**src/rtl/led_uart_reporter_if.sv**
```systemverilog
// LED reporter signal bundle: LED input from the ALU stage plus UART/status outputs.
interface led_uart_reporter_if #(
    parameter int CNT_W = 3
);
    logic [7:0]       iLed;
    logic             oTx;
    logic             oBusy;
    logic             oOverflow;
    logic [CNT_W-1:0] oFifoCount;

    modport master (
        output iLed,
        input  oTx,
        input  oBusy,
        input  oOverflow,
        input  oFifoCount
    );

    modport slave (
        input  iLed,
        output oTx,
        output oBusy,
        output oOverflow,
        output oFifoCount
    );
endinterface

```
**src/rtl/led_uart_reporter.sv**
```systemverilog
// Watches the LED bus, queues every changed value and sends it out as 8N1 UART frames.
module led_uart_reporter #(
    parameter int CLKS_PER_BIT = 16,
    parameter int FIFO_DEPTH   = 4,
    parameter int CNT_W        = 3
) (
    input logic                Clock,
    input logic                Reset,
    led_uart_reporter_if.slave ledBus
);

    localparam int PTR_W  = (FIFO_DEPTH > 1) ? $clog2(FIFO_DEPTH) : 1;
    localparam int BAUD_W = (CLKS_PER_BIT > 1) ? $clog2(CLKS_PER_BIT) : 1;

    typedef enum logic [1:0] {IDLE, START, DATA, STOP} txState_t;

    txState_t         state;
    txState_t         stateNext;
    logic [7:0]       rLedPrev;
    logic [7:0]       fifoMem [FIFO_DEPTH];
    logic [PTR_W-1:0] wrPtr;
    logic [PTR_W-1:0] rdPtr;
    logic [CNT_W-1:0] count;
    logic [7:0]       shiftReg;
    logic [BAUD_W-1:0] baudCnt;
    logic [2:0]       bitIdx;
    logic             rTx;
    logic             txNext;
    logic             rOverflow;
    logic             pushReq;
    logic             pushOk;
    logic             pop;
    logic             fifoFull;
    logic             baudDone;

    assign pushReq  = (ledBus.iLed != rLedPrev);
    assign fifoFull = (count == CNT_W'(FIFO_DEPTH));
    assign pop      = (state == IDLE) && (count != '0);
    // A full FIFO still accepts a push when the head leaves at the same edge.
    assign pushOk   = pushReq && (!fifoFull || pop);
    assign baudDone = (baudCnt == BAUD_W'(CLKS_PER_BIT - 1));

    // Change detector and sticky overflow flag.
    always_ff @(posedge Clock) begin
        if (!Reset) begin
            rLedPrev  <= '0;
            rOverflow <= 1'b0;
        end else begin
            rLedPrev <= ledBus.iLed;
            if (pushReq && fifoFull && !pop) begin
                rOverflow <= 1'b1;
            end
        end
    end

    // FIFO storage; contents need no reset because the pointers gate every read.
    always_ff @(posedge Clock) begin
        if (Reset && pushOk) begin
            fifoMem[wrPtr] <= ledBus.iLed;
        end
    end

    // FIFO pointers and occupancy.
    always_ff @(posedge Clock) begin
        if (!Reset) begin
            wrPtr <= '0;
            rdPtr <= '0;
            count <= '0;
        end else begin
            if (pushOk) begin
                wrPtr <= wrPtr + 1'b1;
            end
            if (pop) begin
                rdPtr <= rdPtr + 1'b1;
            end
            case ({pushOk, pop})
                2'b10:   count <= count + 1'b1;
                2'b01:   count <= count - 1'b1;
                default: count <= count;
            endcase
        end
    end

    // TX state register.
    always_ff @(posedge Clock) begin
        if (!Reset) begin
            state <= IDLE;
        end else begin
            state <= stateNext;
        end
    end

    // TX next-state logic.
    always_comb begin
        stateNext = state;
        case (state)
            IDLE:    if (count != '0) stateNext = START;
            START:   if (baudDone) stateNext = DATA;
            DATA:    if (baudDone && bitIdx == 3'd7) stateNext = STOP;
            STOP:    if (baudDone) stateNext = IDLE;
            default: stateNext = IDLE;
        endcase
    end

    // Baud counter, bit index and shift register.
    always_ff @(posedge Clock) begin
        if (!Reset) begin
            baudCnt  <= '0;
            bitIdx   <= '0;
            shiftReg <= '0;
        end else if (state == IDLE) begin
            baudCnt <= '0;
            bitIdx  <= '0;
            if (pop) begin
                shiftReg <= fifoMem[rdPtr];
            end
        end else begin
            baudCnt <= baudDone ? '0 : baudCnt + 1'b1;
            if (state == DATA && baudDone) begin
                bitIdx   <= bitIdx + 1'b1;
                shiftReg <= shiftReg >> 1;
            end
        end
    end

    // TX output decode: value the line takes after the coming edge.
    // Within DATA the shift happens at the same edge, so the next bit is shiftReg[1].
    always_comb begin
        txNext = 1'b1;
        case (stateNext)
            START:   txNext = 1'b0;
            DATA:    txNext = (state == DATA && baudDone) ? shiftReg[1] : shiftReg[0];
            default: txNext = 1'b1;
        endcase
    end

    // Registered TX pin, idle high.
    always_ff @(posedge Clock) begin
        if (!Reset) begin
            rTx <= 1'b1;
        end else begin
            rTx <= txNext;
        end
    end

    assign ledBus.oTx        = rTx;
    assign ledBus.oBusy      = (state != IDLE) || (count != '0);
    assign ledBus.oOverflow  = rOverflow;
    assign ledBus.oFifoCount = count;

endmodule

```
**src/flat_wrapper.sv**
```systemverilog
// flat-port wrapper written by rule: the top's interface ports become plain ports
module led_uart_reporter_flat 
#(
    parameter int CLKS_PER_BIT = 16,
    parameter int FIFO_DEPTH   = 4,
    parameter int CNT_W        = 3
)
  (Clock, Reset, ledBus_iLed, ledBus_oTx, ledBus_oBusy, ledBus_oOverflow, ledBus_oFifoCount);
  led_uart_reporter_if #(.CNT_W(CNT_W)) ledBus_i ();
  input logic Clock;
  input logic Reset;
  input wire logic [$bits(ledBus_i.iLed)-1:0] ledBus_iLed;
  output wire logic [$bits(ledBus_i.oTx)-1:0] ledBus_oTx;
  output wire logic [$bits(ledBus_i.oBusy)-1:0] ledBus_oBusy;
  output wire logic [$bits(ledBus_i.oOverflow)-1:0] ledBus_oOverflow;
  output wire logic [$bits(ledBus_i.oFifoCount)-1:0] ledBus_oFifoCount;
  assign ledBus_i.iLed = ledBus_iLed;
  assign ledBus_oTx = ledBus_i.oTx;
  assign ledBus_oBusy = ledBus_i.oBusy;
  assign ledBus_oOverflow = ledBus_i.oOverflow;
  assign ledBus_oFifoCount = ledBus_i.oFifoCount;
  led_uart_reporter #(.CLKS_PER_BIT(CLKS_PER_BIT), .FIFO_DEPTH(FIFO_DEPTH), .CNT_W(CNT_W)) u_core (.Clock(Clock), .Reset(Reset), .ledBus(ledBus_i));
endmodule
```
**config.mk**
```make
export PLATFORM = sky130hd
export DESIGN_NAME = led_uart_reporter_flat
export DESIGN_NICKNAME = d
export VERILOG_FILES = /design/src/rtl/led_uart_reporter_if.sv /design/src/rtl/led_uart_reporter.sv /design/src/flat_wrapper.sv
export SDC_FILE = /design/constraint.sdc
export NUM_CORES = 1
export LEC_CHECK = 0
export CAP_MARGIN = 30
export CORE_MARGIN = 2
export CORE_UTILIZATION = 30
export DETAILED_ROUTE_END_ITERATION = 10
export GPL_ROUTABILITY_DRIVEN = 0
export PLACE_DENSITY_LB_ADDON = 0.08
export SETUP_SLACK_MARGIN = 0.3
export SLEW_MARGIN = 20
export SYNTH_ARGS = -nofsm -noshare
export SYNTH_HDL_FRONTEND = slang
export SYNTH_SLANG_ARGS = --single-unit
```
**constraint.sdc**
```tcl
create_clock -name Clock -period 2.8 [get_ports Clock]
set_clock_uncertainty 0.15 [all_clocks]
set_input_delay 0.56 -clock Clock [delete_from_list [all_inputs] [get_ports Clock]]
set_output_delay 0.56 -clock Clock [all_outputs]
set_load 0.005 [all_outputs]
```
* Yosys cells after proc, flatten, opt, wreduce, memory -nomap -nowiden
Memory sizes are Yosys's and may differ from the RTL's. A register that Yosys moved wholly into a read port is not among the register bits.
Cells that the tools add are included.
** Word-level totals
- Memories kept :: 1
- Flip-flop bits (word level) :: 34
- Input bits :: 10
- Word-level logic and storage cells :: 64
- Bits in writable memories :: 32
- Output and inout port bits :: 6
** Memory list
- u_core.fifoMem :: words 4, bits a word 8, read ports 1, clocked after memory_dff 1, wr ports 1, line led_uart_reporter.sv:20 : logic [7:0] fifoMem [FIFO_DEPTH];
** Cells by class
- Eq/ne operators :: 12
- Bitwise gates (word level) :: 1
- Mux-type cells :: 15
- Reductions and logical operators :: 19
- Add/subtract/negate cells :: 6
** Operator list (number)
- 8-bit two-way mux :: 3
- 2-bit two-way mux :: 6
- 2-bit == test, second input constant :: 4
- 8-bit inequality test :: 1
- 2-bit case mux with 4 select lines :: 1
- 1-bit logical AND :: 7
- 3-bit by 1-bit adder with 3-bit output, second input constant :: 2
- 2-bit by 1-bit == test with 1-bit output, second input constant :: 3
- 3-bit == test, second input constant :: 2
- 3-bit case mux with 2 select lines :: 1
- 2-bit nonzero test :: 3
- 2-bit by 1-bit adder with 2-bit output, second input constant :: 2
- 4-bit by 1-bit adder with 4-bit output, second input constant :: 1
- 4-bit == test, second input constant :: 1
- 1-bit two-way mux :: 3
- 3-bit nonzero test :: 1
- 3-bit OR reduction :: 1
- 3-bit by 1-bit subtractor with 3-bit output, second input constant :: 1
- 1-bit zero test :: 2
- 2-bit zero test :: 1
- 1-bit logical OR :: 2
- 2-bit by 1-bit inequality test with 1-bit output, second input constant :: 1
- 1-bit case mux with 2 select lines :: 1
- 2-bit AND reduction :: 1
- other kinds (2) :: 2

* Logic depth before layout (Yosys ltp)
Gate-level depths: netlist of run 1.
- Depth after elaboration :: 7
- Depth in mapped cells :: 9
- Mapped depth without buffers :: 8

* Worst setup path after synthesis of run 1
No wires, ideal clock.
- Path kind :: input-to-reg
- Start point :: input ledBus_iLed[2]
- End point :: register u_core.count[2], in the netlist u_core.ledBus.oFifoCount[2]
- Slack :: 93 ps
- Required time :: 2578 ps
- Buffers on the path :: 0
- Setup time :: 72 ps
- Arrival :: 2486 ps
- Stages on the path :: 8
- Cell sequence :: xor2_1 -> nor4_2 -> and2_2 -> nand2_1 -> fa_1 -> or3_1 -> o21ai_2 -> mux2i_1
** Between the ends
- Cells in the longest elaborated chain, start to end :: 4
- Elaborated cells on any way between the ends :: 6
- Those cells by class :: 3 x eq/ne; 1 x mux; 2 x reduce/logical
** Ends and longest elaborated chain
- start: declaration :: line flat_wrapper.sv:12 : input wire logic [$bits(ledBus_i.iLed)-1:0] ledBus_iLed;
- 8-bit inequality test * :: line led_uart_reporter.sv:36 : assign pushReq = (ledBus.iLed != rLedPrev);
- 1-bit logical AND * :: line led_uart_reporter.sv:40 : assign pushOk = pushReq && (!fifoFull || pop);
- 2-bit by 1-bit == test with 1-bit output or 2-bit == test (tied branches) :: line led_uart_reporter.sv:76 : case ({pushOk, pop})
- 3-bit case mux with 2 select lines or 2-bit nonzero test (tied branches)
- end signal: assignment :: line led_uart_reporter.sv:77 : 2'b10: count <= count + 1'b1;
- end signal: assignment :: line led_uart_reporter.sv:78 : 2'b01: count <= count - 1'b1;
- end signal: assignment :: line led_uart_reporter.sv:79 : default: count <= count;
- end: declaration :: line led_uart_reporter.sv:23 : logic [CNT_W-1:0] count;
Every way passes the cells marked *; elsewhere a longest branch is shown, timed or not.
A chain may end at the register's enable or synchronous reset.

* Worst setup path after layout of run 1
Ends and elaborated chain as after synthesis.

==> results.txt, run 1 <==
* Total die area: 10200 um2
* Leakage: 1.38 nW
* Std-Cell Rows: 35
- The H-tree generated during clock tree synthesis spans 3 levels.
* # hold bufs at CTS: 0
- Clock tree synthesis found a total of 68 sinks.
* Clock latency reported for the late side of the worst-skew pair: 340 ps
* Synth top area cells: edfxtp_1 34%, dfxtp_1 25%, mux4_2 6.4%
- Slew @ Worst Pin: approximately 540 ps
- Setup violations remaining at the end of the flow were counted as 0.
- The commonest cells after synthesis are 36 x dfxtp_1, 32 x edfxtp_1, 21 x nand2_1.
- Shortest period the worst path allows: 2430 ps
- DR DRC count: 0
- The routed layout has 1649 vias.
* Height of the chip: roughly 100 um
* Starting utilization of the core area: 30.8%
- Avg Inst Size Synth: 13.2 um2
- Multi-input gate area in the final layout: about 1100 um2
- Psw: 0.835 mW
- Of the total power, the clock network draws between 20 and 30%.
- Total standard cell area after synthesis: 2830 um2
- The clock passes through at most 2 buffers.
- Registers are responsible for 45.8% of the overall power.
- Along the worst path, the maximum fanout reaches 2.
* TritonCTS clock tree: yes
* Iter 0 DRT Violations: between 50 and 60
* Most common cell in the synthesized netlist: dfxtp_1
* Seq. cell area: 1680 um2
- Global-route wire length before repair: 8630 um
* Maximum number of pins on one net before global-route repair: 18
- Worst max-slew margin expressed relative to the limit: a little under two thirds
- Counting every instance in the synthesized netlist gives 214.
- Worst-case vdd ir drop: ~0.00035 V
* Via count normalized by instance count: approximately 4.5
* Required time of the worst setup path: 2920 ps
- Sum of negative setup slack: 0 ps
- Maximum achievable frequency: 412 MHz
- At the end of the flow, the number of nets in the layout was 271.
* Worst Setup Path Type: in -> reg
- STA classifies the critical path endpoint as a flop.
* Count of fill cells added during filler insertion: 911
- Number of distinct library cell variants in the gate-level netlist after synthesis: 40
- Counting both buffers and inverters, the worst setup path holds a total of 1.
* Yosys warns: 0
- Cell depth of the worst setup path: 9
- Of all flip-flops after synthesis, the portion carrying an async set or reset was 0%.
* Vias in the first global route: 1702
- The synthesized design spends more area on one cell type than any other, namely edfxtp_1.
* Routed length per instance: roughly 14 um
* Number of max-slew violations in the final report: 0
- Number of iterations in the first detailed-routing pass: 4
- Net switching is 29.8% of the power.
- The cell family contributing the most delay on the critical path is simple AND/OR/NAND/NOR gates.
- Input and output buffers added on the ports amount to 15.
- The min-delay analysis places its worst path in the category reg -> reg.
* Post-detail-place hpwl: ~3600 um
- Post-Synthesis Net Count: about 230
* Seq/Total Area, Yosys: about 60%
- Cell depth of the worst hold path: 1
* Part of the power in combinational logic: 26.9%
- Final WL: 5240 um
* Post-layout utilization of the core: approximately two fifths
- Unrepaired setup endpoints after global routing: true
- Tot GR Track Use: 11.5%
* Die width: 101 um
- The signal on the critical path passes through clkbuf_2, xor2_2, nor4_4, and2_4, nand2_4, fa_2, or3_4, o21ai_4, mux2i_1.
- Internal power comes to 1.97 mW.
- Slowest cell on crit path: or3_4
- STA classifies the critical path startpoint as an input port.
- Relative to the synthesized area, the layout overhead comes to 24.0%.
- Arr. time, crit path: roughly 2600 ps
- The count of endpoints failing hold in the final timing report is 0.
- Root cell of the clock tree: clkbuf_8
* R2R cell count: 9
- CORE AREA: ~9000 um2
- In the final layout, the share of cells above drive strength 1 is roughly a quarter.
- 16 I/O pins were placed.
- Clock-pin slew reported for the worst setup and hold paths after clock tree synthesis: 70 ps
* Antenna Diode Count: 0
- Final clock period utilization by the worst path: 86.6%
- Count of maximum capacitance violations: 0
- Yosys reg bits: 68
* Peak per-stage delay on the critical path: roughly 400 ps
- The synthesized design devotes to its leading area cell type 34.0% of total area.
- Number of antenna violations at the first check in global routing: 0
* Status: finished, final reports clean
- TritonCTS buffer count: 9
* P per Cell Area: 798 nW/um2
* Most used flip-flop cell after synthesis: dfxtp_1
- Counting flops with a built-in enable in the synthesized netlist gives 32.
- For this run the aggregate overflow at the end of global routing stands at 0.
- Once detail routing completed, the nets flagged for antenna violations numbered 0.
cell type report:
type,count,share of cell area (%)
multi-input cells,131,32.7
flip-flops and latches,68,48.0
clock buffers,11,3.74
well taps,111,3.96
repair buffers,37,9.45
inverters,6,0.642
clock inverters,5,1.50
per-layer routing:
layer  track usage (%)  share of wire [%]  up-vias
met2              17.3                 46       22
met3              3.95                4.1        5
li1                  -                  -      838
met1              15.1                 48      784
met4              4.99                1.3        0
met5                 0                  0        -
sequential cells by signal (all words and copies together), names as in the netlist, named ones only:
name	flops
u_core.ledBus.oTx	1
u_core.rLedPrev	8
u_core.rdPtr	2
u_core.fifoMem	32
u_core.ledBus.oOverflow	1
u_core.shiftReg	8
u_core.wrPtr	2
u_core.ledBus.oFifoCount	3
u_core.bitIdx	3
u_core.state	2
u_core.baudCnt	4
logic make-up after synthesis:
| group | synth area share [%] |
|---|---|
| multiplexers | 9.38 |
| buffers and inverters | 2.48 |
| AND/OR/NAND/NOR | 15.0 |
| adder cells (fa/ha/maj) | 3.80 |
| AO/OA/AOI/OAI | 5.26 |
| flip-flops | 59.4 |
| XOR/XNOR | 4.64 |
per-stage QoR:
step / std cells / hold slack [ps] / cell area, um2 / power [mW] / worst slack, ps
after floorplan: 214 / 268 / 2830 / 1.81 / 139
after global placement: 351 / 293 / 3260 / 2.05 / -225
after detailed placement: 351 / 297 / 3260 / 2.05 / -246
after CTS: 368 / 310 / 3450 / 2.83 / 251
after global routing: 369 / 343 / 3510 / 2.99 / 275
final: 369 / 310 / 3510 / 2.80 / 374
path summary, 6_finish.rpt:
path / startpoint / endpoint / slack (ps)
min: u_core.baudCnt[0] / u_core.baudCnt[0] / 310
max reg2reg: u_core.rLedPrev[6] / u_core.ledBus.oFifoCount[2] / 400
max: ledBus_iLed[2] / u_core.ledBus.oFifoCount[2] / 370
min reg2reg: u_core.baudCnt[0] / u_core.baudCnt[0] / 310
power groups by stage:
stage,registers (mW),clock network (mW),logic [mW]
global route,1.31,0.845,0.835
floorplan,1.24,0,0.571
CTS,1.28,0.799,0.744
global placement,1.30,0,0.744
detailed placement,1.30,0,0.742
finish,1.28,0.764,0.752
layout by cell type, fill, tap and decap left out, types with 3 or more instances in the layout:
master	instances
clkbuf_2	4
edfxtp_1	32
mux4_2	8
nand2_1	20
xnor2_1	4
mux2i_1	6
inv_1	6
nand4_1	3
xor2_1	7
clkbuf_8	9
nor2b_1	4
nand3_1	10
buf_12	3
and2_1	14
dfxtp_1	35
ha_1	7
and3_1	4
nor2_1	8
xor2_2	4
clkdlybuf4s50_1	7
buf_4	19
o211a_1	7
timing repair:
action                     4_1_cts  5_1_grt
setup buffers                    1        1
pin swaps                        3        9
setup endpoints to repair        2       13
resized for setup                9       24
No activity file was read; power rests on OpenSTA's default activity.
==> inputs of run 2 (changes only) <==
- CTS_CLUSTER_DIAMETER: default -> 50
==> results of run 2 <==
Same layout as run 1: the final DEF is identical, and so are final timing and power.
==> inputs of run 3 (changes only) <==
- CORE_UTILIZATION: 30 -> 53
==> results.txt, run 3 (synthesis results as in run 1) <==
- Worst hold-check slack: 308 ps (-1.36 ps)
* Highest-count cells in the layout ignoring fill and taps: 35 x dfxtp_1, 32 x edfxtp_1, 20 x nand2_1
- Top register by number of flip-flops: u_core.fifoMem
- Worst min-delay path category: reg -> reg
- The die extent in y was 77.1 um (-24%).
- Leading cell type in the layout, fill and taps excluded: dfxtp_1
- Area growth syn-to-layout: 19.8%
- Maximum number of pins on one net before global-route repair: 26 (+8)
- The share of cells above drive strength 1 came to 23.1% (-3.2 points).
* Vias in the first global route: 1715 (+0.76%)
* Reg-to-Reg Start: u_core.rLedPrev[6]
- The minimum clock period after layout is 2430 ps (+3.86 ps).
- Total via count in the routed design: 1716 (+4.1%)
- The slack of the worst reg-to-reg path was 390 ps (about the same).
- Status: finished, final reports clean
- The total grt overflow was 0 (unchanged).
* IO Count: 16 (unchanged)
- The placed instance count is 307 (-13%).
* Die width: 77.1 um (-24%)
- The number of clock sinks was 68 (unchanged).
- The count of endpoints failing hold in the final timing report was 0 (unchanged).
- Worst-path fanout max: 2 (unchanged)
- The number of setup violations in the final report came to 0 (unchanged).
* Unrepaired setup endpoints after global routing: true
- The combined global-route utilization of all metal layers was 19.0% (+7.5 points).
- The largest registers in the layout are u_core.fifoMem x32, u_core.rLedPrev x8, u_core.shiftReg x8.
* Maximum achievable frequency: 412 MHz (-0.16%)
- Terminus of the critical flop-to-flop path: u_core.ledBus.oFifoCount[2]
- Arr. time, crit path: 2540 ps (about the same)
- The depth of the worst register-to-register path came to 9 (unchanged).
- Via count normalized by instance count: 5.28 (+18%)
* Number of antenna violations at the first check in global routing: 0 (unchanged)
- The startpoint identified for the worst hold timing path is u_core.baudCnt[0].
* Clock-pin slew reported for the worst setup and hold paths after clock tree synthesis: 60 ps (about the same)
- Number of max-slew violations in the final report: 0 (unchanged)
- Sum of negative setup slack: 0 ps (unchanged)
- The worst setup path is captured at a flop.
- Destination of the worst hold path: u_core.baudCnt[0]
* Final WL: 4900 um (-6.4%)
* Worst Setup Path Type: in -> reg
* Count of maximum capacitance violations: 0 (unchanged)
- The half-perimeter wire length of the detailed placement result was 3410 um (-5.2%).
- The overall die area is 5940 um2 (-42%).
* Antenna Diode Count: 0 (unchanged)
* Number of buffers inserted by port buffering: 15 (unchanged)
* Final clock period utilization by the worst path: 86.8% (+0.14 points)
- The transition time at the pin with the least slew margin was 527 ps (-14.8 ps).
- TritonCTS buffer count: 9 (unchanged)
* Worst-case vdd ir drop: 0.000391 V (+12%)
* Clock latency reported for the late side of the worst-skew pair: 340 ps (about the same)
- Startpoint type of the worst setup path: input port
- Routed length per instance: 15.1 um (+6.2%)
* Worst max-slew margin expressed relative to the limit: 64.8% (+0.99 points)
* P per Cell Area: 811 nW/um2 (+1.6%)
- The number of remaining DRC errors came to 0 (unchanged).
- TritonCTS built the clock tree.
- Cell depth of the worst hold path: 1 (unchanged)
* Required time of the worst setup path: 2910 ps (about the same)
* Number of iterations in the first detailed-routing pass: 4 (unchanged)
- The cell row count is 26 (-26%).
- Iter 0 DRT Violations: 97 (+70%)
* Starting utilization of the core area: 55.0% (+24 points)
* Post-route non-filler standard cell count: 325 (-12%)
- The tree is rooted in a clkbuf_8.
- Max reg flops: 32 (unchanged)
- The core area came to 5140 um2 (-44%).
* Global-route wire length before repair: 8430 um (-2.3%)
- Antenna-violating nets left: 0 (unchanged)
- Leakage: 1.35 nW (-2.7%)
* Maximum level of the CTS H-tree: 3 (unchanged)
- The hold buffer count at CTS was 0 (unchanged).
- Buffer depth of the longest clock path: 2 (unchanged)
- The post-layout net count is 268 (-1.1%).
[run 3: what timing repair did]
action | in CTS | in global routing
buffers inserted | 1 | 1
endpoints found under the setup margin | 2 | 2
gates resized for setup | 11 | 11
pin swaps | 7 | 9
[run 3: worst max path at each step]
stage | start | endpoint | slack (ps) | cells after the start
3_5_place_dp | ledBus_iLed[5] | u_core.ledBus.oFifoCount[2] | -330 | 9
3_3_place_gp | ledBus_iLed[5] | u_core.ledBus.oFifoCount[2] | -250 | 9
2_1_floorplan | ledBus_iLed[0] | u_core.ledBus.oFifoCount[2] | 140 | 8
5_1_grt | u_core.rLedPrev[6] | u_core.ledBus.oFifoCount[2] | 290 | 9
6_report | ledBus_iLed[3] | u_core.ledBus.oFifoCount[2] | 370 | 9
4_1_cts | ledBus_iLed[2] | u_core.ledBus.oFifoCount[2] | 280 | 9
[run 3: final cells by class]
class	count	area, um2
sequential	68	1680
timing repair buffer	34	319
clock buffer	12	135
fill	409	1750
tap	70	87.6
multi-input combinational	131	1100
inverter	6	22.5
clock inverter	4	42.5
[run 3: critical path, stage by stage]
cell,delay [ps]
dlygate4sd2_1,250
xor2_1,150
nor4_2,270
and2_4,200
nand2_2,50
fa_2,340
or3_4,370
o21ai_2,150
mux2i_1,200
[run 3: report_power, final]
group | switching, mW | total, mW | internal (mW)
Clock | 0.338 | 0.743 | 0.405
Combinational | 0.350 | 0.726 | 0.376
Sequential | 0.108 | 1.28 | 1.17
Total | 0.795 | 2.75 | 1.95
[run 3: routing by layer]
layer / up-vias / share of wire, % / wire [um] / GRT usage, %
met3: 8 / 3.6 / 174 / 5.29
met4: 0 / 1.9 / 94 / 9.29
met2: 26 / 50 / 2440 / 29.1
met1: 853 / 45 / 2190 / 25.0
li1: 829 / - / - / -
met5: - / 0 / 0 / 0
[run 3: metrics by stage]
step	power [mW]	utilization, %	area (um2)	setup WS (ps)
final	2.75	65.9	3390	370
after global routing	2.91	65.9	3390	290
after CTS	2.77	65.8	3380	276
after detailed placement	2.03	62.3	3200	-326
after global placement	1.99	62.3	3200	-249
after floorplan	1.81	-	2830	139
